--- src/rtl/sevseg_pkg.sv ---
// rtl/sevseg_pkg.sv - shared constants and types for the 4-digit 7-segment scanner
package sevseg_pkg;

    localparam int NUM_DIGITS = 4;
    localparam int IDX_W      = $clog2(NUM_DIGITS);

    localparam logic [3:0] OVF_CODE = 4'hF;

    // Active-low {g,f,e,d,c,b,a}
    localparam logic [6:0] SEG_BLANK = 7'b1111111;
    localparam logic [6:0] SEG_DASH  = 7'b0111111;

    localparam logic [6:0] SEG_DIGIT [0:9] = '{
        7'b1000000,   // 0
        7'b1111001,   // 1
        7'b0100100,   // 2
        7'b0110000,   // 3
        7'b0011001,   // 4
        7'b0010010,   // 5
        7'b0000010,   // 6
        7'b1111000,   // 7
        7'b0000000,   // 8
        7'b0010000    // 9
    };

    typedef enum logic {
        PH_BLANK = 1'b0,
        PH_DRIVE = 1'b1
    } phase_t;

endpackage

--- src/rtl/bcd_to_sevseg.sv ---
// rtl/bcd_to_sevseg.sv - combinational BCD to active-low 7-segment decoder with blank input
module bcd_to_sevseg
    import sevseg_pkg::*;
(
    input  logic [3:0] digit,
    input  logic       blank,
    output logic [6:0] seg
);

    // Digits 0-9 get glyphs, the overflow code a dash, every other code stays dark
    always_comb begin
        seg = SEG_BLANK;
        if (!blank) begin
            if (digit <= 4'd9) begin
                seg = SEG_DIGIT[digit];
            end else if (digit == OVF_CODE) begin
                seg = SEG_DASH;
            end
        end
    end

endmodule

--- src/rtl/sevseg_scan4.sv ---
// rtl/sevseg_scan4.sv - 4-digit multiplexed 7-segment driver; SEVSEG_LZB_EN enables leading-zero blanking
module sevseg_scan4
    import sevseg_pkg::*;
#(
    parameter int REFRESH_DIV = 1024,
    parameter int DEAD_CYCLES = 16
) (
    input  logic       Clk,
    input  logic       Reset,
    input  logic [3:0] BCD0,
    input  logic [3:0] BCD1,
    input  logic [3:0] BCD2,
    input  logic [3:0] BCD3,
    output logic [6:0] Seg,
    output logic       Dp,
    output logic [3:0] An,
    output logic       FrameTick
);

    localparam int               CW         = (REFRESH_DIV > 2) ? $clog2(REFRESH_DIV) : 1;
    localparam logic [CW-1:0]    CNT_MAX    = CW'(REFRESH_DIV - 1);
    localparam logic [IDX_W-1:0] LAST_DIGIT = IDX_W'(NUM_DIGITS - 1);

    logic [CW-1:0]    slot_cnt;
    logic [IDX_W-1:0] digit_idx;
    logic [15:0]      snap;
    logic             started;

    logic [CW-1:0]    cnt_n;
    logic [IDX_W-1:0] idx_n;
    logic [15:0]      snap_n;
    logic             tick_n;
    phase_t           phase_n;
    logic [3:0]       lz_blank;
    logic [3:0]       digit_n;
    logic [6:0]       seg_dec;
    logic [3:0]       an_n;
    logic [6:0]       seg_n;
    logic [15:0]      bcd_in;

    assign bcd_in = {BCD3, BCD2, BCD1, BCD0};

    // The decimal point is never used by this display
    assign Dp = 1'b1;

    // Next prescaler/digit/snapshot state; the first edge after reset is a frame start at slot_cnt=0
    always_comb begin
        cnt_n  = slot_cnt;
        idx_n  = digit_idx;
        snap_n = snap;
        tick_n = 1'b0;
        if (!started) begin
            cnt_n  = '0;
            idx_n  = '0;
            snap_n = bcd_in;
            tick_n = 1'b1;
        end else if (slot_cnt == CNT_MAX) begin
            cnt_n = '0;
            idx_n = digit_idx + 1'b1;
            if (digit_idx == LAST_DIGIT) begin
                snap_n = bcd_in;
                tick_n = 1'b1;
            end
        end else begin
            cnt_n = slot_cnt + 1'b1;
        end
    end

    // Leading-zero mask over the snapshot that will be on display next cycle
    always_comb begin
        lz_blank = 4'b0000;
`ifdef SEVSEG_LZB_EN
        lz_blank[3] = (snap_n[15:12] == 4'd0);
        lz_blank[2] = lz_blank[3] && (snap_n[11:8] == 4'd0);
        lz_blank[1] = lz_blank[2] && (snap_n[7:4] == 4'd0);
`endif
    end

    // Phase and pin values for the next cycle, so outputs line up with the counters
    always_comb begin
        phase_n = (int'(cnt_n) < DEAD_CYCLES) ? PH_BLANK : PH_DRIVE;
        digit_n = snap_n[{idx_n, 2'b00} +: 4];
        an_n    = 4'b1111;
        seg_n   = SEG_BLANK;
        if (phase_n == PH_DRIVE) begin
            an_n  = ~(4'b0001 << idx_n);
            seg_n = seg_dec;
        end
    end

    bcd_to_sevseg u_dec (
        .digit (digit_n),
        .blank (lz_blank[idx_n]),
        .seg   (seg_dec)
    );

    // Scan state and registered pin outputs
    always_ff @(posedge Clk or negedge Reset) begin
        if (!Reset) begin
            slot_cnt  <= '0;
            digit_idx <= '0;
            snap      <= 16'h0000;
            started   <= 1'b0;
            An        <= 4'b1111;
            Seg       <= SEG_BLANK;
            FrameTick <= 1'b0;
        end else begin
            slot_cnt  <= cnt_n;
            digit_idx <= idx_n;
            snap      <= snap_n;
            started   <= 1'b1;
            An        <= an_n;
            Seg       <= seg_n;
            FrameTick <= tick_n;
        end
    end

endmodule

--- config.mk ---
export PLATFORM = sky130hd
export DESIGN_NAME = sevseg_scan4
export DESIGN_NICKNAME = d
export VERILOG_FILES = /design/src/rtl/sevseg_pkg.sv /design/src/rtl/bcd_to_sevseg.sv /design/src/rtl/sevseg_scan4.sv
export SDC_FILE = /design/constraint.sdc
export NUM_CORES = 1
export LEC_CHECK = 0
export ABC_CLOCK_PERIOD_IN_PS = 5200
export CAP_MARGIN = 40
export CORE_MARGIN = 10
export CORE_UTILIZATION = 27
export DETAILED_ROUTE_END_ITERATION = 12
export SYNTH_ARGS = -nofsm -noshare
export SYNTH_HDL_FRONTEND = slang
export SYNTH_SLANG_ARGS = --single-unit
--- constraint.sdc ---
create_clock -name Clk -period 5.2 [get_ports Clk]
set_input_delay 0.52 -clock Clk [delete_from_list [all_inputs] [get_ports Clk]]
set_output_delay 0.52 -clock Clk [all_outputs]
set_load 0.01 [all_outputs]
; Yosys cells after proc, flatten, opt, wreduce, memory -nomap -nowiden
; Memory sizes are Yosys's and may differ from the RTL's.
; Index checks and enable logic that the tools add are counted.
[totals]
in_bits = 18
elab_cells = 40
ff_bits = 41
n_memories = 1
out_inout_bits = 13
rom_bits = 112
[mem_list]
columns = name, depth, width, read_ports, rd_ports_with_merged_regs, wr, line_no
row1 = (no name shown), 16, 7, 1, 0, 0, bcd_to_sevseg.sv:15  ; seg = SEG_DIGIT[digit];
[classes]
addsub = 2
order_cmp = 4
mux = 19
n_bitwise = 2
shift = 2
eq_ne = 3
[ops]
columns = op, count
row1 = 16-bit 2-to-1 mux, 3
row2 = 7-bit 2-to-1 mux, 6
row3 = 10-bit 2-to-1 mux, 2
row4 = 16-bit by 5-bit indexed part select with 4-bit output, 1
row5 = "10-bit by 1-bit adder with 10-bit output, second input constant", 1
row6 = "10-bit equality test, second input constant", 1
row7 = "10-bit by 5-bit < comparator with 1-bit output, second input constant", 1
row8 = "5-bit greater-or-equal comparator, second input constant", 1
row9 = 4-bit inverter with 5-bit output, 1
row10 = "4-bit equality test, second input constant", 1
row11 = "4-bit less-or-equal comparator, second input constant", 1
row12 = 1-bit 2-to-1 mux, 4
row13 = 2-bit 2-to-1 mux, 2
row14 = 4-bit 2-to-1 mux, 1
row15 = 4-bit inverter, 1
row16 = "1-bit by 2-bit << shifter with 4-bit output, first input constant", 1
row17 = "2-bit by 3-bit < comparator with 1-bit output, second input constant", 1
row18 = "2-bit by 1-bit adder with 2-bit output, second input constant", 1
row19 = 1-bit binary-select mux with 2-bit select, 1
row20 = "2-bit equality test, second input constant", 1

; Logic depth before layout (Yosys ltp)
; Gate-level depths: netlist of the first run.
[logic_depth]
word_depth = 12
ltp_mapped = 13
mapped_depth_nobuf = 12

; Hierarchy
; From an unflattened synthesis of the first run, not the netlist that was laid out.
[hier_totals]
hier_cells = 198
area_unflattened_um2 = 2217.1
[by_module_without_submodules]
columns = module, seq_area_each_um2, instances, cells_per_inst, area_per_inst_um2
row1 = sevseg_scan4, 1039.7, 1, 164, 1969.4
row2 = bcd_to_sevseg, 0.0, 1, 34, 247.7

; Least setup slack after synthesis of the first run
; No wires, ideal clock.
[synth_timing]
path_type = flip-flop to flip-flop
start = register slot_cnt[0]
end = register Seg[0]
slack_ns = 1.880
setup_time_ns = 0.082
period_less_slack_ns = 3.320
arrival_ns = 3.238
path_stages_with_launch = 13
t_required_ns = 5.118
n_path_buf = 1
cell_sequence = dfrtp_1 > ha_1 > nand4_4 > o31ai_4 > buf_6 > mux2_1 > a22o_1 > a221oi_1 > ha_1 > nor2_1 > nand3_1 > nand2_1 > a211o_1
[synth_via]
elab_chain_cells = 11
word_cells_on_any_way = 20
cone_classes = add/sub: 1 / order compare: 2 / eq/ne: 1 / shift: 1 / mux: 13 / bitwise: 1 / memory: 1
[synth_rtl]
columns = element, line_no
row1 = "start, declared", sevseg_scan4.sv:24  ; logic [CW-1:0] slot_cnt;
row2 = "start signal, assigned", sevseg_scan4.sv:108  ; slot_cnt <= cnt_n;
row3 = 10-bit equality test *, sevseg_scan4.sv:57  ; end else if (slot_cnt == CNT_MAX) begin
row4 = 16-bit 2-to-1 mux *, sevseg_scan4.sv:57
row5 = 16-bit 2-to-1 mux *, sevseg_scan4.sv:52  ; if (!started) begin
row6 = via snap_n[13], sevseg_scan4.sv:31  ; logic [15:0] snap_n;
row7 = 16-bit by 5-bit indexed part select with 4-bit output *, sevseg_scan4.sv:82  ; digit_n = snap_n[{idx_n, 2'b00} +: 4];
row8 = 4-bit inverter with 5-bit output (implied by the code), bcd_to_sevseg.sv:15
row9 = memory 16 x 7 bit, n/a
row10 = 7-bit 2-to-1 mux (implied by the code) (2 in series), bcd_to_sevseg.sv:15
row11 = 7-bit 2-to-1 mux *, bcd_to_sevseg.sv:14  ; if (digit <= 4'd9) begin
row12 = 7-bit 2-to-1 mux *, bcd_to_sevseg.sv:13  ; if (!blank) begin
row13 = 7-bit 2-to-1 mux *, sevseg_scan4.sv:85  ; if (phase_n == PH_DRIVE) begin
row14 = via seg_n[0], sevseg_scan4.sv:38  ; logic [6:0] seg_n;
row15 = "end signal, assigned", sevseg_scan4.sv:113  ; Seg <= seg_n;
row16 = "end, declared", sevseg_scan4.sv:14  ; output logic [6:0] Seg,
; The timed path passes the listed nets; every way through them passes the cells marked *. The select of a mux whose other input is x is not followed.

; Final worst setup path of the first run
; Same ends and word-level chain as after synthesis.

==> run_results.csv, run 1 <==
group,metric,value,unit
setup_path,timing_worst_setup_path_type,"flop to flop",
die,floorplan.core_area,7690,sq um
pwr,pwr_density_cell,247,nW/um^2
finish,drive_gt1_share,17.2,%
pwr,pwr-share-clk,35.0,%
placement,finalWeightedCongestion,0.866,
timing,grt_setup_unrepaired,"no",
yosys,synth_seq_cells,41,
yosys,postSynthAreaPerCell,11.2,sq um
setup_path,reg2reg_from,"slot_cnt[0]$_DFF_PN0_",
setup_path,r2r-end,"Seg[0]$_DFF_PN1_",
yosys,most_used_standard_cells_in_the_synthesized_netlist,"30 x sky130_fd_sc_hd__dfrtp_1, 13 x sky130_fd_sc_hd__inv_1, 12 x sky130_fd_sc_hd__mux2i_1",
setup_path,startpoint,"slot_cnt[0]$_DFF_PN0_",
yosys,synth.yosys.warnings,0,
pwr,seq_power_share,52.3,%
clock_tree,tritoncts.num_buffers,5,
die,floorplan_die_width,109,microns
clock_tree,cts_buffer_depth,2,
yosys,yosys-top-cells-area,"sky130_fd_sc_hd__dfrtp_1 35%, sky130_fd_sc_hd__dfstp_2 14%, sky130_fd_sc_hd__mux2i_1 5.6%",
detailed_routing,initialDrtViolationCount,61,
die,fp.dieArea,11800,sq um
finish,multi_input_area,988,sq um
setup_path,setup.worst_path.start_class,"flop",
yosys,most_repeated_cell_in_the_gate_level_netlist_after_synthesis,"sky130_fd_sc_hd__dfrtp_1",
yosys,ys.flop_type,"sky130_fd_sc_hd__dfrtp_1",
detailed_routing,drtPass1Iterations,4,
detailed_routing,antenna_violating_nets_remaining,0,
pwr,power.total,651,uW
die,die_h,109,microns
yosys,synth_area,2130,sq um
setup_path,setup.worst_path.end,"Seg[0]$_DFF_PN1_",
timing,totalNegativeSetupSlack,0,ps
timing,final.min_clock_period,3680,ps
yosys,synth_enable_flop_cells,0,
detailed_routing,post-route-drc-count,0,
timing,clock-skew-final,4.48,ps
clock_tree,cts.root.buffer_cell,"sky130_fd_sc_hd__clkbuf_8",
die,initial_core_util,27.7,%
setup_path,end_kind,"flop",
timing,fmaxAchievable,0.272,GHz
clock_tree,tritoncts_num_sinks,41,
clock_tree,clkLatencyLatePin,290,ps
clock_tree,cts-hold-fix-buffers,0,
timing,total_setup_violations_reported_at_the_end_of_the_flow,0,
detailed_routing,wl,4240,microns
timing,relSlewSlack,42.9,%
global_route,grt_start_max_net_pins,24,
timing,drv_slew,0,
hold_path,holdCritPathClass,"primary input to async pin",
clock_tree,path_clk_slew,80,ps
timing,final_hold_viol_count,0,
pwr,power.static_leakage,1.14,nW
die,core.rowCount,32,
yosys,synth_largest_area_cell,"sky130_fd_sc_hd__dfrtp_1",
detailed_routing,detail_route.wl_per_cell,13.1,microns
setup_path,crit_required,5420,ps
setup_path,worst-r2r-setup-slack,1520,ps
yosys,synth_top_area_share,35.3,%
global_route,grt_pass1_vias,1474,
global_route,grt_first_pass_wirelength,7160,microns
detailed_routing,vias_per_cell,4.42,
timing,worst_slew_pin_slew,850,ps
detailed_routing,dr_total_vias,1429,
setup_path,critical_path.max_fanout,10,
die,ioPinCount,31,
pwr,share_comb_of_total_power,12.7,%
pwr,power.net_switching,159,uW
yosys,synth.yosys.seq_area_share,48.8,%
pwr,cell_internal_pwr,492,uW
clock_tree,ctsHtreeMaxLevel,2,
setup_path,crit_arrival,3900,ps
finish,finalNetCount,245,
global_route,grtUsageTotal,7.44,%
finish,insertedDiodeCount,0,
pwr,sw_frac_of_total,24.4,%
finish,syn_to_final_growth,23.7,%
run_status,status,"finished clean",
yosys,synth-async-reset-ratio,100,%
clock_tree,cts_resized,0,
yosys,distinct_cell_type_count_after_synthesis,50,
clock_tree,cts_setup_buffers,0,
placement,place_hpwl,3210,microns
finish,number_of_filler_instances_in_the_final_layout,798,
job,max_cap_violation_count,0,
global_route,grt-ovfl-total,0,
clock_tree,cts_tree,"yes",
pwr,max-vdd-ir-drop,93.7,uV
finish,sequential_cell_area_in_the_final_layout,1040,sq um
placement,buffer_ports.inserted,29,
timing,period_share,70.7,%
yosys,netlist_instances,190,
global_route,grt_antenna_before_repair,0,
setup_path,reg2reg_depth,12,
[cells by family after synthesis]
kind of cell	share of synthesized area, %
AOI/OAI and AO/OA	11.9
xor gates and xnor gates	3.70
adders and majority gates	4.11
buffers and inverters	4.94
DFF	48.8
muxes	10.4
other	0.176
and+or+nand+nor	15.9
[worst max-delay path, cell delays in order (launching register included)]
cell                       delay [ps]
sky130_fd_sc_hd__dfrtp_1          400
sky130_fd_sc_hd__ha_1             280
sky130_fd_sc_hd__nand4_4          170
sky130_fd_sc_hd__o31ai_4          500
sky130_fd_sc_hd__buf_8            220
sky130_fd_sc_hd__mux2_1           350
sky130_fd_sc_hd__a22o_1           220
sky130_fd_sc_hd__a221oi_1         490
sky130_fd_sc_hd__ha_1             360
sky130_fd_sc_hd__nor2_1           110
sky130_fd_sc_hd__nand3_1          120
sky130_fd_sc_hd__nand2_1          100
sky130_fd_sc_hd__a211o_1          290
[per-stage QoR]
step	hold slack (ps)	cells	setup slack [ps]	utilization, %	cell area [sq um]
global placement	467	313	1530	32.4	2490
CTS	188	323	1530	34.3	2630
finish	183	323	1520	34.3	2630
detailed placement	472	315	1560	32.9	2530
floorplan	224	191	1880	-	2130
global route	201	323	1290	34.3	2630
[cell type report]
| class | count | area share [%] |
|---|---|---|
| Clock buffer | 7 | 3.66 |
| Clock inverter | 1 | 0.190 |
| Inverter | 13 | 1.85 |
| Multi-Input combinational cell | 128 | 37.5 |
| Sequential cell | 41 | 39.5 |
| Tap cell | 102 | 4.85 |
| Timing Repair Buffer | 31 | 12.4 |
[worst min path at each step]
stage / start / endpoint / slack [ps] / cells after the start
final: Reset / slot_cnt[0]$_DFF_PN0_ / 180 / 1
after global routing: Reset / slot_cnt[1]$_DFF_PN0_ / 200 / 1
after CTS: Reset / slot_cnt[0]$_DFF_PN0_ / 190 / 1
after detailed placement: snap[6]$_DFF_PN0_ / snap[6]$_DFF_PN0_ / 470 / 2
after global placement: snap[13]$_DFF_PN0_ / snap[13]$_DFF_PN0_ / 470 / 1
after floorplan: Reset / FrameTick$_DFF_PN0_ / 220 / 0
[layer usage]
layer / wire [microns] / GRT usage (%) / vias to the layer above
li1: - / - / 718
met1: 2090 / 9.95 / 670
met2: 1860 / 11.4 / 39
met3: 246 / 1.95 / 2
met4: 46 / 2.54 / 0
met5: 0 / 0 / -
[placed cells by master, fill, tap and decap left out, types with 4 or more instances in the layout]
cell,count
sky130_fd_sc_hd__a21oi_1,5
sky130_fd_sc_hd__clkdlybuf4s50_1,28
sky130_fd_sc_hd__mux2_2,6
sky130_fd_sc_hd__dfstp_2,11
sky130_fd_sc_hd__nor2_1,11
sky130_fd_sc_hd__clkbuf_8,7
sky130_fd_sc_hd__and2_1,7
sky130_fd_sc_hd__dfrtp_1,30
sky130_fd_sc_hd__nand3_1,7
sky130_fd_sc_hd__mux2i_1,12
sky130_fd_sc_hd__nand2_1,11
sky130_fd_sc_hd__xnor2_1,6
sky130_fd_sc_hd__inv_1,13
sky130_fd_sc_hd__ha_1,7
sky130_fd_sc_hd__a22o_1,4
[power groups by stage]
stage / Combinational [mW] / Clock [mW] / Sequential (mW)
2_1_floorplan: 0.0527 / 0 / 0.345
3_3_place_gp: 0.0784 / 0 / 0.346
3_5_place_dp: 0.0823 / 0 / 0.347
4_1_cts: 0.0828 / 0.237 / 0.341
5_1_grt: 0.0926 / 0.254 / 0.343
6_report: 0.0825 / 0.228 / 0.341
[sequential cells by signal, summed over array words and instances (netlist names)]
name and cells:
slot_cnt 10, An 4, snap 16, FrameTick 1
started 1, Seg 7, digit_idx 2
No activity file was read; power rests on OpenSTA's default activity.
==> inputs of run 2 (changes only) <==
--- a/config.mk
+++ b/config.mk
@@ -5,7 +5,7 @@
 export SDC_FILE = /design/constraint.sdc
 export NUM_CORES = 1
 export LEC_CHECK = 0
-export ABC_CLOCK_PERIOD_IN_PS = 5200
+export ABC_CLOCK_PERIOD_IN_PS = 3000
 export CAP_MARGIN = 40
 export CORE_MARGIN = 10
 export CORE_UTILIZATION = 27
==> constraint.sdc (replaced) <==
create_clock -name Clk -period 3 [get_ports Clk]
set_input_delay 0.3 -clock Clk [delete_from_list [all_inputs] [get_ports Clk]]
set_output_delay 0.3 -clock Clk [all_outputs]
set_load 0.01 [all_outputs]
==> run 2 against run 1 <==
Sequential power rose by 73%; first-iteration DRC count is 48% higher; register-to-register slack got worse by 1500 ps; worst hold slack improved by 310 ps; non-clock buffer count grew 21; fmax grew 25%; sequential share of layout area decreased by 3.0 points; sequential cell count unchanged.
==> run_results.csv, run 2 (synthesis gave the netlist of run 1 again) <==
group,metric,value,unit
run_status,status,"finished clean",
pwr,power.net_switching,300,uW
hold_path,holdCritPathClass,"flop to flop",
detailed_routing,initialDrtViolationCount,90,
global_route,grtUsageTotal,7.90,%
timing,total_setup_violations_reported_at_the_end_of_the_flow,0,
global_route,grt_start_max_net_pins,22,
timing,fmaxAchievable,0.341,GHz
die,floorplan.core_area,7690,sq um
finish,register_with_the_most_flip_flops,"snap",
pwr,sw_frac_of_total,24.8,%
setup_path,end_kind,"flop",
detailed_routing,drtPass1Iterations,7,
timing,final.min_clock_period,2930,ps
pwr,pwr-share-clk,37.3,%
pwr,pwr_density_cell,424,nW/um^2
timing,grt_setup_unrepaired,"yes",
setup_path,crit_arrival,3170,ps
hold_path,min_delay_path_depth,1,
die,core.rowCount,32,
die,fp.dieArea,11800,sq um
die,initial_core_util,27.7,%
setup_path,startpoint,"slot_cnt[1]$_DFF_PN0_",
pwr,power.static_leakage,1.25,nW
clock_tree,cts.root.buffer_cell,"sky130_fd_sc_hd__clkbuf_8",
pwr,cell_internal_pwr,910,uW
finish,stdcell_count,344,
setup_path,cp_slowest_stage_delay,450,ps
finish,largestRegisters,"snap x16, slot_cnt x10, Seg x7",
finish,largest_register_ff_count,16,
job,max_cap_violation_count,0,
finish,drive_gt1_share,26.9,%
setup_path,critical-path-slowest-cell,"sky130_fd_sc_hd__mux2_2",
finish,finalNetCount,266,
finish,fin_area,2860,sq um
pwr,seq_power_share,48.8,%
setup_path,critical-path-top-delay-family,"simple AND/OR/NAND/NOR gates",
clock_tree,tritoncts.num_buffers,5,
detailed_routing,wl,4770,microns
placement,finalWeightedCongestion,0.850,
placement,buffer_ports.inserted,29,
global_route,grt_first_pass_wirelength,7750,microns
pwr,share_comb_of_total_power,13.9,%
finish,number_of_filler_instances_in_the_final_layout,770,
detailed_routing,post-route-drc-count,0,
detailed_routing,detail_route.wl_per_cell,13.9,microns
timing,relSlewSlack,64.4,%
timing,drv_slew,0,
hold_path,hold_path_startpoint,"snap[8]$_DFF_PN0_",
clock_tree,cts_tree,"yes",
pwr,max-vdd-ir-drop,219,uV
clock_tree,tritoncts_num_sinks,41,
die,die_h,109,microns
timing,final_hold_viol_count,0,
setup_path,setup.worst_path.start_class,"flop",
clock_tree,cts_buffer_depth,2,
placement,place.detailed.instances,329,
setup_path,reg2reg_depth,13,
setup_path,cp_num_buf_inv,2,
clock_tree,clkLatencyLatePin,300,ps
finish,most_frequent_standard_cell_in_the_layout_excluding_fill_and_tap_cells,"sky130_fd_sc_hd__dfrtp_1",
global_route,grt-ovfl-total,0,
clock_tree,path_clk_slew,90,ps
placement,dpl_cell_area,2670,sq um
setup_path,crit_required,3240,ps
clock_tree,ctsHtreeMaxLevel,2,
timing,worst_slew_pin_slew,519,ps
die,ioPinCount,31,
detailed_routing,antenna_violating_nets_remaining,0,
setup_path,critical_path.max_fanout,5,
detailed_routing,dr_total_vias,1585,
placement,place_hpwl,3530,microns
timing,clock-skew-final,8.92,ps
timing,period_share,97.8,%
die,floorplan_die_width,109,microns
setup_path,worst-r2r-setup-slack,70,ps
finish,syn_to_final_growth,34.1,%
detailed_routing,vias_per_cell,4.61,
global_route,grt_pass1_vias,1588,
setup_path,reg2reg_from,"slot_cnt[1]$_DFF_PN0_",
global_route,grt_antenna_before_repair,0,
setup_path,timing_worst_setup_path_type,"flop to flop",
hold_path,worstHoldEndpoint,"snap[8]$_DFF_PN0_",
finish,insertedDiodeCount,0,
setup_path,cp_cell_sequence,"ha_4, nand4_4, buf_4, nor3_4, mux2_2, a22o_1, nor2_2, inv_1, ha_4, nor2_2, nand3_1, a32oi_1, or2_1",
finish,most_frequent_cells_in_the_layout,"29 x sky130_fd_sc_hd__dfrtp_1, 28 x sky130_fd_sc_hd__clkdlybuf4s50_1, 21 x sky130_fd_sc_hd__buf_4",
setup_path,r2r-end,"Seg[4]$_DFF_PN1_",
[run 2: changes by cell type in the layout (fill, tap and decap cells not counted), sizes merged]
cell         before  now
buf               3   23
bufinv            0    1
clkbuf            7    5
clkinvlp          0    1
dlygate4sd3       0    1
[run 2: timing repair]
item,CTS,global route
pin swaps,1,4
hold buffers,1,0
hold endpoints to repair,15,0
buffers inserted,2,4
resized for setup,0,5
endpoints found under the setup margin,1,7
[run 2: cell type report]
class,instances,area (sq um),area share (%)
clock inverter,3,46.3,1.62
timing repair buffer,52,480,16.8
multi-input combinational,128,1040,36.5
inverter,13,48.8,1.71
sequential,41,1040,36.5
clock buffer,5,68.8,2.41
tap,102,128,4.47
[run 2: worst register-to-register path, delay by kind of cell (launching register included)]
family                     cells  cell delay, ps
AOI/OAI and AO/OA              2             450
adders and majority gates      2             370
buffers and inverters          2             290
DFF                            1             410
muxes                          1             450
and+or+nand+nor                6             910
[run 2: worst max-delay path by stage]
| stage | end | cells after the start |
|---|---|---|
| 6_report | Seg[4]$_DFF_PN1_ | 13 |
| 5_1_grt | Seg[4]$_DFF_PN1_ | 13 |
| 4_1_cts | Seg[0]$_DFF_PN1_ | 12 |
| 3_5_place_dp | Seg[4]$_DFF_PN1_ | 13 |
| 3_3_place_gp | Seg[4]$_DFF_PN1_ | 13 |
| 2_1_floorplan | Seg[0]$_DFF_PN1_ | 12 |
[run 2: power groups by stage]
stage               logic [mW]  clock network [mW]  registers [mW]
floorplan               0.0969                   0           0.599
global placement         0.149                   0           0.600
detailed placement       0.154                   0           0.601
CTS                      0.158               0.467           0.590
global route             0.188               0.493           0.593
finish                   0.169               0.451           0.590
[run 2: per-stage QoR]
| step | power (mW) | setup WS (ps) | hold slack (ps) | TNS, ps | util [%] |
|---|---|---|---|---|---|
| after floorplan | 0.696 | 4.45 | 4.41 | 0 | - |
| after detailed placement | 0.754 | 28.6 | 308 | 0 | 34.7 |
| after global placement | 0.749 | 143 | 463 | 0 | 34.3 |
| after global routing | 1.27 | -81.4 | 510 | -144 | 37.1 |
| final | 1.21 | 66.6 | 492 | 0 | 37.1 |
| after CTS | 1.22 | 2.87 | 495 | 0 | 36.5 |
[run 2: metal layers]
metal  up-vias  global-route usage, %  share of wire, %  wire (microns)
li1        760                      -                 -               -
met1       766                   10.6                47            2230
met2        47                   12.3                47            2230
met3        12                   1.65               4.4             209
met4         0                   2.82               2.0              96
met5         -                      0                 0               0
==> inputs of run 3 (changes only) <==
--- a/config.mk
+++ b/config.mk
@@ -9,7 +9,9 @@
 export CAP_MARGIN = 40
 export CORE_MARGIN = 10
 export CORE_UTILIZATION = 27
+export CTS_CLUSTER_DIAMETER = 80
 export DETAILED_ROUTE_END_ITERATION = 12
+export RECOVER_POWER = 50
 export SYNTH_ARGS = -nofsm -noshare
 export SYNTH_HDL_FRONTEND = slang
 export SYNTH_SLANG_ARGS = --single-unit
==> run 3 against run 2 <==
Cell area is 0.88% lower; via count is 0.44% lower; setup slack worse by 9.0 ps; sequential power hardly changed; final cell count stayed put; largest cell class unchanged; highest routed layer unchanged.
==> run_results.csv, run 3 (synthesis gave the netlist of run 1 again) <==
group,metric,value,unit
pwr,pwr-share-clk,37.4,%
timing,drv_slew,0,
placement,place_hpwl,3530,microns
setup_path,reg2reg_depth,13,
timing,final.min_clock_period,2940,ps
clock_tree,cts_tree,"yes",
detailed_routing,antenna_violating_nets_remaining,0,
pwr,seq_power_share,48.9,%
global_route,grt_pass1_vias,1588,
hold_path,worstHoldEndpoint,"snap[8]$_DFF_PN0_",
clock_tree,cts.root.buffer_cell,"sky130_fd_sc_hd__clkbuf_8",
global_route,grtUsageMet3,1.65,%
timing,period_share,98.1,%
die,ioPinCount,31,
detailed_routing,dr_total_vias,1578,
pwr,power.static_leakage,1.23,nW
finish,number_of_filler_instances_in_the_final_layout,774,
global_route,met2_usage,12.3,%
finish,insertedDiodeCount,0,
finish,finalNetCount,266,
finish,largestRegisters,"snap x16, slot_cnt x10, Seg x7",
global_route,globalRoute.busiestLayer,"met2",
die,die_h,109,microns
die,initial_core_util,27.7,%
pwr,share_comb_of_total_power,13.6,%
detailed_routing,detail_route.wl_per_cell,13.8,microns
global_route,grt_first_pass_wirelength,7750,microns
timing,total_setup_violations_reported_at_the_end_of_the_flow,0,
pwr,pwr_density_cell,426,nW/um^2
timing,grt_setup_unrepaired,"yes",
detailed_routing,drtPass1Iterations,7,
detailed_routing,vias_per_cell,4.59,
finish,most_frequent_cells_in_the_layout,"29 x sky130_fd_sc_hd__dfrtp_1, 27 x sky130_fd_sc_hd__clkdlybuf4s50_1, 21 x sky130_fd_sc_hd__buf_4",
pwr,sw_frac_of_total,24.8,%
clock_tree,clkLatencyLatePin,300,ps
finish,fin_area,2830,sq um
finish,stdcell_count,344,
setup_path,end_kind,"flop",
global_route,grt-ovfl-total,0,
placement,finalWeightedCongestion,0.850,
finish,drive_gt1_share,26.0,%
die,fp.dieArea,11800,sq um
global_route,grt_start_max_net_pins,22,
timing,final_hold_viol_count,0,
clock_tree,cts_buffer_depth,2,
global_route,grt_antenna_before_repair,0,
setup_path,worst-r2r-setup-slack,60,ps
setup_path,critical_path.max_fanout,5,
clock_tree,path_clk_slew,90,ps
placement,dpl_cell_area,2670,sq um
pwr,power.net_switching,299,uW
clock_tree,tritoncts_num_sinks,41,
setup_path,timing_worst_setup_path_type,"flop to flop",
setup_path,setup.worst_path.start_class,"flop",
hold_path,hold_path_startpoint,"snap[8]$_DFF_PN0_",
hold_path,min_delay_path_depth,1,
setup_path,crit_required,3240,ps
detailed_routing,wl,4760,microns
finish,largest_register_ff_count,16,
clock_tree,ctsHtreeMaxLevel,2,
pwr,max-vdd-ir-drop,219,uV
finish,register_with_the_most_flip_flops,"snap",
setup_path,reg2reg_from,"slot_cnt[1]$_DFF_PN0_",
run_status,status,"finished clean",
hold_path,holdCritPathClass,"flop to flop",
timing,setup_slack,57.6,ps
clock_tree,tritoncts.num_buffers,5,
finish,most_frequent_standard_cell_in_the_layout_excluding_fill_and_tap_cells,"sky130_fd_sc_hd__dfrtp_1",
job,max_cap_violation_count,0,
finish,syn_to_final_growth,32.9,%
placement,place_worst_setup_slack,28.6,ps
timing,worst_slew_pin_slew,1130,ps
pwr,cell_internal_pwr,906,uW
detailed_routing,post-route-drc-count,0,
global_route,grtUsageTotal,7.90,%
placement,place.detailed.instances,329,
die,core.rowCount,32,
die,floorplan_die_width,109,microns
timing,fmaxAchievable,0.340,GHz
detailed_routing,initialDrtViolationCount,84,
die,floorplan.core_area,7690,sq um
placement,buffer_ports.inserted,29,
timing,relSlewSlack,24.6,%
setup_path,r2r-end,"Seg[4]$_DFF_PN1_",
setup_path,crit_arrival,3180,ps
timing,clock-skew-final,8.53,ps
global_route,globalRouteMet1Util,10.6,%
[run 3: changes by cell type in the layout (fill, tap and decap cells not counted)]
cell and change:
sky130_fd_sc_hd__buf_2 -1, sky130_fd_sc_hd__a21boi_1 -1, sky130_fd_sc_hd__and2_1 -1, sky130_fd_sc_hd__clkdlybuf4s50_1 -1
sky130_fd_sc_hd__buf_16 -1, sky130_fd_sc_hd__dlygate4sd3_1 +1, sky130_fd_sc_hd__and2_0 +1, sky130_fd_sc_hd__clkbuf_1 +2
sky130_fd_sc_hd__a21boi_0 +1
[run 3: per-stage QoR]
step                      setup TNS [ps]  power [mW]  util (%)  hold slack (ps)
after floorplan                        0       0.696         -             4.41
after global placement                 0       0.749      34.3              463
after detailed placement               0       0.754      34.7              308
after CTS                              0        1.22      36.5              495
after global routing                -144        1.27      36.8              510
final                                  0        1.21      36.8              492
[run 3: routing by layer]
metal | up-vias | routed length [microns]
met5 | - | 0
met4 | 0 | 92
met3 | 10 | 232
met2 | 48 | 2230
met1 | 762 | 2200
li1 | 758 | -
[run 3: power groups by stage]
stage                     Combinational [mW]  Clock, mW  Sequential [mW]
final                                  0.164      0.451            0.590
after global routing                   0.184      0.493            0.593
after CTS                              0.158      0.467            0.590
after detailed placement               0.154          0            0.601
after global placement                 0.149          0            0.600
after floorplan                       0.0969          0            0.599
[run 3: how the worst max path moves through the flow]
stage	start	to	slack, ps	cells after the start
final	slot_cnt[1]$_DFF_PN0_	Seg[4]$_DFF_PN1_	60	13
after CTS	slot_cnt[0]$_DFF_PN0_	Seg[0]$_DFF_PN1_	3	12
after detailed placement	slot_cnt[0]$_DFF_PN0_	Seg[4]$_DFF_PN1_	30	13
after global placement	slot_cnt[0]$_DFF_PN0_	Seg[4]$_DFF_PN1_	140	13
after global routing	slot_cnt[1]$_DFF_PN0_	Seg[4]$_DFF_PN1_	-80	13
after floorplan	slot_cnt[0]$_DFF_PN0_	Seg[0]$_DFF_PN1_	4	12
[run 3: layout make-up]
cell class / instances / area (sq um) / area share (%)
Multi-Input combinational cell: 128 / 1040 / 36.8
Sequential cell: 41 / 1040 / 36.8
Timing Repair Buffer: 52 / 455 / 16.1
Tap cell: 102 / 128 / 4.51
Clock buffer: 5 / 68.8 / 2.43
Inverter: 13 / 48.8 / 1.72
Clock inverter: 3 / 46.3 / 1.64
[run 3: timing repair]
item / 4_1_cts / 5_1_grt
hold endpoints to repair: 15 / 0
setup buffers: 2 / 4
setup endpoints to repair: 1 / 7
resized for setup: 0 / 5
hold buffers: 1 / 0
pin swaps: 1 / 4
[run 3: critical path: stages (launching register included)]
cell and delay, ps:
sky130_fd_sc_hd__dfrtp_1 410, sky130_fd_sc_hd__ha_4 180, sky130_fd_sc_hd__nand4_4 120, sky130_fd_sc_hd__buf_4 180
sky130_fd_sc_hd__nor3_4 210, sky130_fd_sc_hd__mux2_2 450, sky130_fd_sc_hd__a22o_1 230, sky130_fd_sc_hd__nor2_2 150
sky130_fd_sc_hd__inv_1 110, sky130_fd_sc_hd__ha_4 190, sky130_fd_sc_hd__nor2_2 140, sky130_fd_sc_hd__nand3_1 120
sky130_fd_sc_hd__a32oi_1 230, sky130_fd_sc_hd__or2_1 160
